`config.mk`:
```
export PLATFORM = sky130hd
export DESIGN_NAME = uart_rx_sampler_flat
export DESIGN_NICKNAME = d
export VERILOG_FILES = /design/src/rtl/uart_rx_pkg.sv /design/src/rtl/uart_rx_sampler_if.sv /design/src/rtl/uart_rx_edge_bit_counter.sv /design/src/rtl/uart_rx_sampler.sv /design/src/flat_wrapper.sv
export SDC_FILE = /design/constraint.sdc
export NUM_CORES = 1
export LEC_CHECK = 0
export ABC_AREA = 1
export CAP_MARGIN = 20
export CELL_PAD_IN_SITES_DETAIL_PLACEMENT = 0
export CELL_PAD_IN_SITES_GLOBAL_PLACEMENT = 1
export CORE_ASPECT_RATIO = 1.2
export CORE_MARGIN = 2
export CORE_UTILIZATION = 32
export DETAILED_ROUTE_END_ITERATION = 12
export PLACE_DENSITY = 0.86
export SKIP_CTS_REPAIR_TIMING = 1
export SLEW_MARGIN = 20
export SYNTH_ARGS = -nofsm -noshare
export SYNTH_HDL_FRONTEND = slang
export SYNTH_HIERARCHICAL = 1
export SYNTH_SLANG_ARGS = --single-unit
```
`constraint.sdc`:
```
create_clock -name CLK -period 1.6 [get_ports CLK]
set_clock_uncertainty 0.1 [all_clocks]
set_input_delay 0.16 -clock CLK [delete_from_list [all_inputs] [get_ports CLK]]
set_output_delay 0.16 -clock CLK [all_outputs]
set_load 0.02 [all_outputs]
```
`src/rtl/uart_rx_pkg.sv`:
```
// Shared definitions for the UART receive path.
//  - Width localparams for prescale, edge counter and bit counter.
//  - Frame lengths with and without a parity bit, and the start-bit index.
//  - maj3: 2-of-3 majority used by the mid-bit sampler.
package uart_rx_pkg;

    localparam int PRESCALE_WIDTH  = 6;
    localparam int EDGE_CNT_WIDTH  = 6;
    localparam int BIT_CNT_WIDTH   = 4;

    localparam int FRAME_LEN_NOPAR = 10;
    localparam int FRAME_LEN_PAR   = 11;
    localparam int START_BIT_IDX   = 1;

    function automatic logic maj3(input logic a, input logic b, input logic c);
        return (a & b) | (a & c) | (b & c);
    endfunction

endpackage

```
`src/rtl/uart_rx_sampler_if.sv`:
```
// Bundle between the RX FSM (master) and the oversampling front end (slave).
//  master drives : RX_IN, enable, dat_samp_en, PAR_EN, prescale
//  master reads  : edge_cnt, bit_cnt, sampled_bit, samp_valid
interface uart_rx_sampler_if
    import uart_rx_pkg::*;
#(
    parameter int prescale_width = PRESCALE_WIDTH,
    parameter int edge_cnt_width = EDGE_CNT_WIDTH,
    parameter int bit_cnt_width  = BIT_CNT_WIDTH
);
    logic                      RX_IN;
    logic                      enable;
    logic                      dat_samp_en;
    logic                      PAR_EN;
    logic [prescale_width-1:0] prescale;
    logic [edge_cnt_width-1:0] edge_cnt;
    logic [bit_cnt_width-1:0]  bit_cnt;
    logic                      sampled_bit;
    logic                      samp_valid;

    modport master (
        output RX_IN, enable, dat_samp_en, PAR_EN, prescale,
        input  edge_cnt, bit_cnt, sampled_bit, samp_valid
    );

    modport slave (
        input  RX_IN, enable, dat_samp_en, PAR_EN, prescale,
        output edge_cnt, bit_cnt, sampled_bit, samp_valid
    );
endinterface

```
`src/rtl/uart_rx_edge_bit_counter.sv`:
```
// Edge/bit counters of the oversampling front end.
//  CLK, RST       clock, async active-low reset
//  enable         counters run while high, reload to 1/1 while low
//  PAR_EN         selects 11-bit (parity) or 10-bit frame length
//  prescale       oversampling ratio
//  edge_cnt       edge index inside the current bit, 1..prescale
//  bit_cnt        bit index inside the frame, 1..frame length
module uart_rx_edge_bit_counter
    import uart_rx_pkg::*;
#(
    parameter int prescale_width = PRESCALE_WIDTH,
    parameter int edge_cnt_width = EDGE_CNT_WIDTH,
    parameter int bit_cnt_width  = BIT_CNT_WIDTH
) (
    input  logic                      CLK,
    input  logic                      RST,
    input  logic                      enable,
    input  logic                      PAR_EN,
    input  logic [prescale_width-1:0] prescale,
    output logic [edge_cnt_width-1:0] edge_cnt,
    output logic [bit_cnt_width-1:0]  bit_cnt
);

    localparam logic [edge_cnt_width-1:0] EDGE_ONE  = edge_cnt_width'(1);
    localparam logic [bit_cnt_width-1:0]  BIT_START = bit_cnt_width'(START_BIT_IDX);
    localparam logic [bit_cnt_width-1:0]  BIT_ONE   = bit_cnt_width'(1);

    logic [edge_cnt_width-1:0] prescale_ext;
    logic [bit_cnt_width-1:0]  frame_len;
    logic                      bit_end;

    assign prescale_ext = edge_cnt_width'(prescale);
    assign frame_len    = PAR_EN ? bit_cnt_width'(FRAME_LEN_PAR)
                                 : bit_cnt_width'(FRAME_LEN_NOPAR);
    // >= rather than == so a prescale lowered mid-frame wraps on the next clock
    assign bit_end      = (edge_cnt >= prescale_ext);

    always_ff @(posedge CLK or negedge RST) begin
        if (!RST) begin
            edge_cnt <= '0;
            bit_cnt  <= '0;
        end else if (!enable) begin
            edge_cnt <= EDGE_ONE;
            bit_cnt  <= BIT_START;
        end else if (bit_end) begin
            edge_cnt <= EDGE_ONE;
            // wrapping at the frame end lets back-to-back frames run with enable held
            bit_cnt  <= (bit_cnt == frame_len) ? BIT_START : bit_cnt + BIT_ONE;
        end else begin
            edge_cnt <= edge_cnt + EDGE_ONE;
        end
    end

endmodule

```
`src/rtl/uart_rx_sampler.sv`:
```
// Oversampling front end of the UART receiver.
//  CLK, RST   clock, async active-low reset
//  bus        uart_rx_sampler_if.slave
//    RX_IN, enable, dat_samp_en, PAR_EN, prescale from the RX FSM
//    edge_cnt, bit_cnt       counters from uart_rx_edge_bit_counter
//    sampled_bit             majority of three mid-bit samples of RX_IN
//    samp_valid              one-cycle pulse when sampled_bit was updated
module uart_rx_sampler
    import uart_rx_pkg::*;
(
    input  logic             CLK,
    input  logic             RST,
    uart_rx_sampler_if.slave bus
);

    logic [EDGE_CNT_WIDTH-1:0] mid;
    logic [EDGE_CNT_WIDTH-1:0] mid_m1;
    logic [EDGE_CNT_WIDTH-1:0] mid_p1;
    logic                      s0;
    logic                      s1;

    uart_rx_edge_bit_counter #(
        .prescale_width (PRESCALE_WIDTH),
        .edge_cnt_width (EDGE_CNT_WIDTH),
        .bit_cnt_width  (BIT_CNT_WIDTH)
    ) u_counter (
        .CLK      (CLK),
        .RST      (RST),
        .enable   (bus.enable),
        .PAR_EN   (bus.PAR_EN),
        .prescale (bus.prescale),
        .edge_cnt (bus.edge_cnt),
        .bit_cnt  (bus.bit_cnt)
    );

    assign mid    = EDGE_CNT_WIDTH'(bus.prescale >> 1);
    assign mid_m1 = mid - EDGE_CNT_WIDTH'(1);
    assign mid_p1 = mid + EDGE_CNT_WIDTH'(1);

    // The third sample is taken straight from RX_IN in the voting cycle,
    // so only the first two need storage.
    always_ff @(posedge CLK or negedge RST) begin
        if (!RST) begin
            s0              <= 1'b1;
            s1              <= 1'b1;
            bus.sampled_bit <= 1'b1;
            bus.samp_valid  <= 1'b0;
        end else begin
            bus.samp_valid <= 1'b0;
            if (!bus.enable) begin
                // start-glitch abort: forget partial samples, keep the last vote
                s0 <= 1'b1;
                s1 <= 1'b1;
            end else if (bus.dat_samp_en) begin
                if (bus.edge_cnt == mid_m1) s0 <= bus.RX_IN;
                if (bus.edge_cnt == mid)    s1 <= bus.RX_IN;
                if (bus.edge_cnt == mid_p1) begin
                    bus.sampled_bit <= maj3(s0, s1, bus.RX_IN);
                    bus.samp_valid  <= 1'b1;
                end
            end
        end
    end

endmodule

```
`src/flat_wrapper.sv`:
```
// flat-port wrapper written by rule: the top's interface ports become plain ports
module uart_rx_sampler_flat import uart_rx_pkg::*;
  (CLK, RST, bus_RX_IN, bus_enable, bus_dat_samp_en, bus_PAR_EN, bus_prescale, bus_edge_cnt, bus_bit_cnt, bus_sampled_bit, bus_samp_valid);
  uart_rx_sampler_if bus_i ();
  input  logic CLK;
  input  logic RST;
  input wire logic [$bits(bus_i.RX_IN)-1:0] bus_RX_IN;
  input wire logic [$bits(bus_i.enable)-1:0] bus_enable;
  input wire logic [$bits(bus_i.dat_samp_en)-1:0] bus_dat_samp_en;
  input wire logic [$bits(bus_i.PAR_EN)-1:0] bus_PAR_EN;
  input wire logic [$bits(bus_i.prescale)-1:0] bus_prescale;
  output wire logic [$bits(bus_i.edge_cnt)-1:0] bus_edge_cnt;
  output wire logic [$bits(bus_i.bit_cnt)-1:0] bus_bit_cnt;
  output wire logic [$bits(bus_i.sampled_bit)-1:0] bus_sampled_bit;
  output wire logic [$bits(bus_i.samp_valid)-1:0] bus_samp_valid;
  assign bus_i.RX_IN = bus_RX_IN;
  assign bus_i.enable = bus_enable;
  assign bus_i.dat_samp_en = bus_dat_samp_en;
  assign bus_i.PAR_EN = bus_PAR_EN;
  assign bus_i.prescale = bus_prescale;
  assign bus_edge_cnt = bus_i.edge_cnt;
  assign bus_bit_cnt = bus_i.bit_cnt;
  assign bus_sampled_bit = bus_i.sampled_bit;
  assign bus_samp_valid = bus_i.samp_valid;
  uart_rx_sampler u_core (.CLK(CLK), .RST(RST), .bus(bus_i));
endmodule
```
==> results of run 1 <==
state kept, by name, indices dropped and copies added (netlist names):
register,cells
u_core/bus.samp_valid,1
u_core/bus.sampled_bit,1
u_core/s0,1
u_core/s1,1
u_core/u_counter/bit_cnt,4
u_core/u_counter/edge_cnt,6
worst paths after layout:
check | endpoint | slack, ns | depth (start not counted)
max | u_core/u_counter/bit_cnt[2] | 0.02 | 9
min | u_core/bus.samp_valid | 0.12 | 2
max reg2reg | u_core/u_counter/bit_cnt[2] | 0.05 | 7
min reg2reg | u_core/bus.sampled_bit | 0.36 | 2
max in group asynchronous | u_core/s1 | 1.04 | 2
min in group CLK | u_core/bus.sampled_bit | 0.36 | 2
per-layer routing:
layer  part of all wire [%]  vias to the layer above  GRT usage (%)
met5                      0                        -              0
met4                    1.7                        0           6.17
met3                    3.0                        6           3.03
met2                     50                       23           28.3
met1                     45                      619           18.9
li1                       -                      745              -
cell type report:
type,count,area [um2]
sequential,14,355
fill,434,2090
inverter,38,143
multi-input combinational,163,850
tap,54,67.6
clock buffer,4,55.1
timing repair buffer,43,408
cells by family after synthesis:
family	synth area share (%)
simple gates	47.6
xor+xnor	3.21
fa+ha+maj	10.2
compound gates	1.51
flops	26.7
buf+inv	10.8
worst max-delay path, delay by kind of cell:
| kind | cells | cell delay [ns] |
|---|---|---|
| adder cells (fa/ha/maj) | 1 | 0.29 |
| AND/OR/NAND/NOR | 6 | 0.64 |
| buffers and inverters | 2 | 0.52 |
synthesized netlist by cell type:
library cell | instances | area (um2)
sky130_fd_sc_hd__o21ai_0 | 1 | 5.00
sky130_fd_sc_hd__ha_1 | 10 | 125
sky130_fd_sc_hd__dfstp_2 | 3 | 78.8
sky130_fd_sc_hd__nand4_1 | 3 | 18.8
sky130_fd_sc_hd__nand2_4 | 1 | 11.3
sky130_fd_sc_hd__xor2_1 | 1 | 8.76
sky130_fd_sc_hd__inv_1 | 33 | 124
sky130_fd_sc_hd__nand3b_1 | 1 | 7.51
sky130_fd_sc_hd__a21oi_1 | 3 | 15.0
sky130_fd_sc_hd__nor2_4 | 1 | 11.3
sky130_fd_sc_hd__inv_2 | 5 | 18.8
sky130_fd_sc_hd__xnor2_1 | 2 | 17.5
sky130_fd_sc_hd__nand3_1 | 21 | 105
sky130_fd_sc_hd__nand2_1 | 83 | 312
sky130_fd_sc_hd__dfrtp_1 | 11 | 275
sky130_fd_sc_hd__nand3_2 | 3 | 30.0
sky130_fd_sc_hd__nand2_2 | 4 | 25.0
sky130_fd_sc_hd__nor2_2 | 4 | 25.0
sky130_fd_sc_hd__xor2_2 | 1 | 16.3
sky130_fd_sc_hd__nor2_1 | 23 | 86.3
sky130_fd_sc_hd__maj3_1 | 1 | 10.0
per-stage QoR:
step	std cells	total power [mW]
after detailed placement	312	0.991
final	316	1.34
after global routing	316	1.44
after CTS	316	1.35
after floorplan	215	0.749
after global placement	312	0.989
where the power goes:
| group | total [mW] | switching (mW) | leakage, nW | internal (mW) |
|---|---|---|---|---|
| Sequential | 0.450 | 0.0462 | 0.175 | 0.404 |
| Combinational | 0.534 | 0.293 | 0.926 | 0.240 |
| Clock | 0.354 | 0.135 | 0.0288 | 0.218 |
==> impl_metrics.yaml, run 1 <==
hold_path:
  hold_path_class: "in -> async"
floorplanning:
  floorplan.die.width_um: 62.8
  floorplan.die.height_um: 74.5
  core_area_um2: 3970
  row_count: 25
  start_util_pct: 33.4
  ioPinCount: 24
  die_footprint_um2: 4680
grt:
  grt_first_pass_wirelength_um: 5820
  global_route.overflow_total: 0
  grt_pass1_vias: 1329
  maximum_number_of_pins_on_one_net_before_global_route_repair: 15
  number_of_antenna_violations_at_the_first_check_in_global_routing: 0
  grt_usage_pct: 15.8
route:
  ant_nets: 0
  via_count: 1393
  dr.first_iter.drc_count: 54
  drtPass1Iterations: 4
  drc_errors: 0
  routed_via_density: 4.41
  routed_wire_length_per_instance_um: 10.6
  drt_wl_total_um: 3330
setup_path:
  worstReg2RegStart: "u_core/u_counter/edge_cnt[4]"
  crit_arrival_ns: 1.63
  cp_cell_sequence: "clkdlybuf4s50_1 > inv_1 > ha_1 > nand2_1 > nand3b_1 > nor2_4 > nand2_4 > nand2_1 > nand2_1"
  crit_path_start: "bus_prescale[5]"
  critical_path_required_ns: 1.64
  critical_path.most_common_cell: "sky130_fd_sc_hd__nand2_1"
  critical_path_peak_fanout: 8
  critPathLaunchType: "input port"
  crit_path_max_incr_delay_ns: 0.48
  timing.setup.critical_path_class: "in -> reg"
  critical_path.endpoint_type: "flop"
  critical-path-slowest-cell: "sky130_fd_sc_hd__clkdlybuf4s50_1"
logic_synthesis:
  ys_seq_area_share_pct: 26.7
  synthesis.nets: 237
  synthCells: 215
  syn_area_um2: 1330
  synth_seq_cells: 14
  yosys_warnings: 6
  synth_cell_type_count: 21
  post_synth.cell_area_avg_um2: 6.17
pwr:
  cellLeakagePower_nw: 1.13
  p_per_area_nw_per_um2: 712
  irDropWorstVdd_v: 0.000512
final_layout:
  finalCoreUtilization_pct: 47.3
  mostFrequentLayoutCell: "sky130_fd_sc_hd__nand2_1"
  finish.instance_area_um2: 1880
  area.growth.synth_to_final_pct: 41.6
  n_antenna_cell: 0
  mostFrequentLayoutCells: "sky130_fd_sc_hd__nand2_1 (81), sky130_fd_sc_hd__inv_1 (33), sky130_fd_sc_hd__nor2_1 (22)"
  nNetsFinal: 285
  fraction_of_final_layout_cells_sized_beyond_drive_strength_1_pct: 19.5
placement:
  routability_congestion_estimate_from_global_placement: 0.784
  portBuffers: 23
  post-place-ws_ns: -0.294
  post_dp_cell_area_um2: 1770
  hpwl_um: 2730
timing:
  slew_violations: 0
  rsz0062_at_grt: "yes"
  normalized_max_slew_margin_pct: 83.1
  number_of_hold_slack_violations_in_the_final_timing_report: 0
  worstMarginPinSlew_ns: 0.253
  achievable-frequency_mhz: 632
  min_period_over_period_pct: 98.9
  fin_setup_tns_ns: 0
  post-route-worst-setup-slack_ns: 0.0170
  setup_failing_eps_final: 0
  hold_ws_ns: 0.115
  fin_crit_ns: 1.58
clock_network:
  tritoncts: "built"
  clk_root_buffer_cell: "sky130_fd_sc_hd__clkbuf_8"
  clkTransAtPathRegs_ns: 0.06
  worstSkewPairLatency_ns: 0.25
  numClockSinks: 14
  clk_path_buf_depth: 2
  clock_h_tree_levels: 1
  tritoncts.num_buffers: 3
status:
  status: "finished, final reports clean"
flow_run:
  cap_violations: 0
No activity file was read; power rests on OpenSTA's default activity.
==> run 2: changes to the inputs <==
CELL_PAD_IN_SITES_DETAIL_PLACEMENT = 1   (was 0)
CELL_PAD_IN_SITES_GLOBAL_PLACEMENT = 2   (was 1)
CORE_UTILIZATION = 25   (was 32)
PLACE_DENSITY = 0.87   (was 0.86)
==> run 2 against run 1 <==
Compared with the run above:
- worst setup slack improved by 0.0076 ns
- cell area increased by 2.3%
- first-iteration DRC count decreased by 33%
- global-route usage decreased by 1.1 points
- via count increased by 5.2%
- sequential share of layout area decreased by 0.48 points
- critical endpoint unchanged
- largest cell class unchanged
- largest power group unchanged
- highest routed layer unchanged
==> impl_metrics.yaml, run 2 (same netlist as run 1, synthesis figures left out) <==
timing:
  rsz0062_at_grt: "yes"
  achievable-frequency_mhz: 635
  normalized_max_slew_margin_pct: 82.3
  fin_crit_ns: 1.58
  min_period_over_period_pct: 98.5
  post-route-worst-setup-slack_ns: 0.0246
  slew_violations: 0
  worstMarginPinSlew_ns: 0.266
  number_of_hold_slack_violations_in_the_final_timing_report: 0
  hold_ws_ns: 0.114
  setup_failing_eps_final: 0
grt:
  maximum_number_of_pins_on_one_net_before_global_route_repair: 15
  global_route.overflow_total: 0
  number_of_antenna_violations_at_the_first_check_in_global_routing: 0
  grt_pass1_vias: 1490
  grt_first_pass_wirelength_um: 6840
  grt_usage_pct: 14.7
setup_path:
  r2r_cells: 7
  ff_to_ff_setup_slack_ns: 0.02
  crit_path_start: "u_core/u_counter/edge_cnt[5]"
  critical_path.endpoint_type: "flop"
  timing.setup.critical_path_class: "reg -> reg"
  crit_arrival_ns: 1.63
  timing.rr.end: "u_core/u_counter/bit_cnt[2]"
  critical_path_required_ns: 1.66
  critPathLaunchType: "flop"
  setup.worst_path.end: "u_core/u_counter/bit_cnt[2]"
  worstReg2RegStart: "u_core/u_counter/edge_cnt[5]"
  critical_path_peak_fanout: 7
final_layout:
  area.growth.synth_to_final_pct: 44.8
  finish.instance_area_um2: 1920
  most_flops_register: "u_core/u_counter/edge_cnt"
  largestRegisters: "u_core/u_counter/edge_cnt x6, u_core/u_counter/bit_cnt x4"
  largest_register_ffs: 6
  finalCoreUtilization_pct: 37.0
  n_antenna_cell: 0
  mostFrequentLayoutCells: "sky130_fd_sc_hd__nand2_1 (80), sky130_fd_sc_hd__inv_1 (33), sky130_fd_sc_hd__nor2_1 (22)"
  mostFrequentLayoutCell: "sky130_fd_sc_hd__nand2_1"
  nNetsFinal: 284
  fraction_of_final_layout_cells_sized_beyond_drive_strength_1_pct: 19.9
route:
  drtPass1Iterations: 4
  ant_nets: 0
  drc_errors: 0
  dr.first_iter.drc_count: 36
  routed_wire_length_per_instance_um: 12.9
  routed_via_density: 4.54
  via_count: 1466
  drt_wl_total_um: 4170
clock_network:
  clock_h_tree_levels: 1
  tritoncts: "built"
  worstSkewPairLatency_ns: 0.26
  clk_root_buffer_cell: "sky130_fd_sc_hd__clkbuf_8"
  clkTransAtPathRegs_ns: 0.07
  clk_path_buf_depth: 2
  tritoncts.num_buffers: 3
  numClockSinks: 14
placement:
  hpwl_um: 3320
  post_dp_cell_area_um2: 1780
  post-place-ws_ns: -0.377
  portBuffers: 23
  routability_congestion_estimate_from_global_placement: 0.789
floorplanning:
  die_footprint_um2: 5910
  floorplan.die.height_um: 83.8
  floorplan.die.width_um: 70.5
  start_util_pct: 25.6
  core_area_um2: 5190
  row_count: 29
  ioPinCount: 24
pwr:
  p_per_area_nw_per_um2: 719
  design_power_total_mw: 1.38
  irDropWorstVdd_v: 0.000335
  cellLeakagePower_nw: 1.18
flow_run:
  cap_violations: 0
hold_path:
  hold_path_class: "in -> async"
status:
  status: "finished, final reports clean"
[run 2: changes by cell type in the layout (fill, tap and decap cells not counted), sizes merged]
cell and delta:
dlymetal6s2s +4, buf -1, clkdlybuf4s50 -4
[run 2: cell type report]
class,instances,area (um2)
Fill cell,685,3270
Timing Repair Buffer,42,410
Sequential cell,14,354
Inverter,38,145
Tap cell,62,77.6
Clock buffer,4,55.1
Multi-Input combinational cell,163,878
[run 2: critical path, stage by stage, from the launching register on]
cell and delay, ns:
sky130_fd_sc_hd__dfrtp_1 0.41, sky130_fd_sc_hd__ha_4 0.23, sky130_fd_sc_hd__nand2_1 0.07, sky130_fd_sc_hd__nand3b_1 0.14, sky130_fd_sc_hd__nor2_4 0.25, sky130_fd_sc_hd__nand2_4 0.11
sky130_fd_sc_hd__nand2_1 0.10, sky130_fd_sc_hd__nand2_1 0.05
[run 2: report_power, final]
| group | internal (mW) | switching [mW] |
|---|---|---|
| registers | 0.402 | 0.0455 |
| clock network | 0.219 | 0.163 |
| logic | 0.238 | 0.312 |
| total | 0.860 | 0.521 |
[run 2: metal layers]
metal,global-route usage (%),wire length (um),up-vias,part of all wire (%)
li1,-,-,747,-
met1,16.6,1680,697,40
met2,28.2,2300,15,55
met3,2.29,97,7,2.3
met4,3.15,85,0,2.0
met5,0,0,-,0
[run 2: stage by stage]
stage	setup TNS, ns	instances
after floorplan	0	215
after global placement	-2.94	319
after detailed placement	-3.37	319
after CTS	-0.735	323
after global routing	-0.141	323
final	0	323
[run 2: worst min path at each step]
stage	slack, ns	depth (start not counted)	to
6_report	0.11	2	u_core/bus.samp_valid
5_1_grt	0.13	2	u_core/u_counter/bit_cnt[2]
4_1_cts	0.13	2	u_core/bus.samp_valid
3_5_place_dp	0.36	2	u_core/bus.sampled_bit
3_3_place_gp	0.35	2	u_core/bus.sampled_bit
2_1_floorplan	-0.24	0	u_core/bus.samp_valid
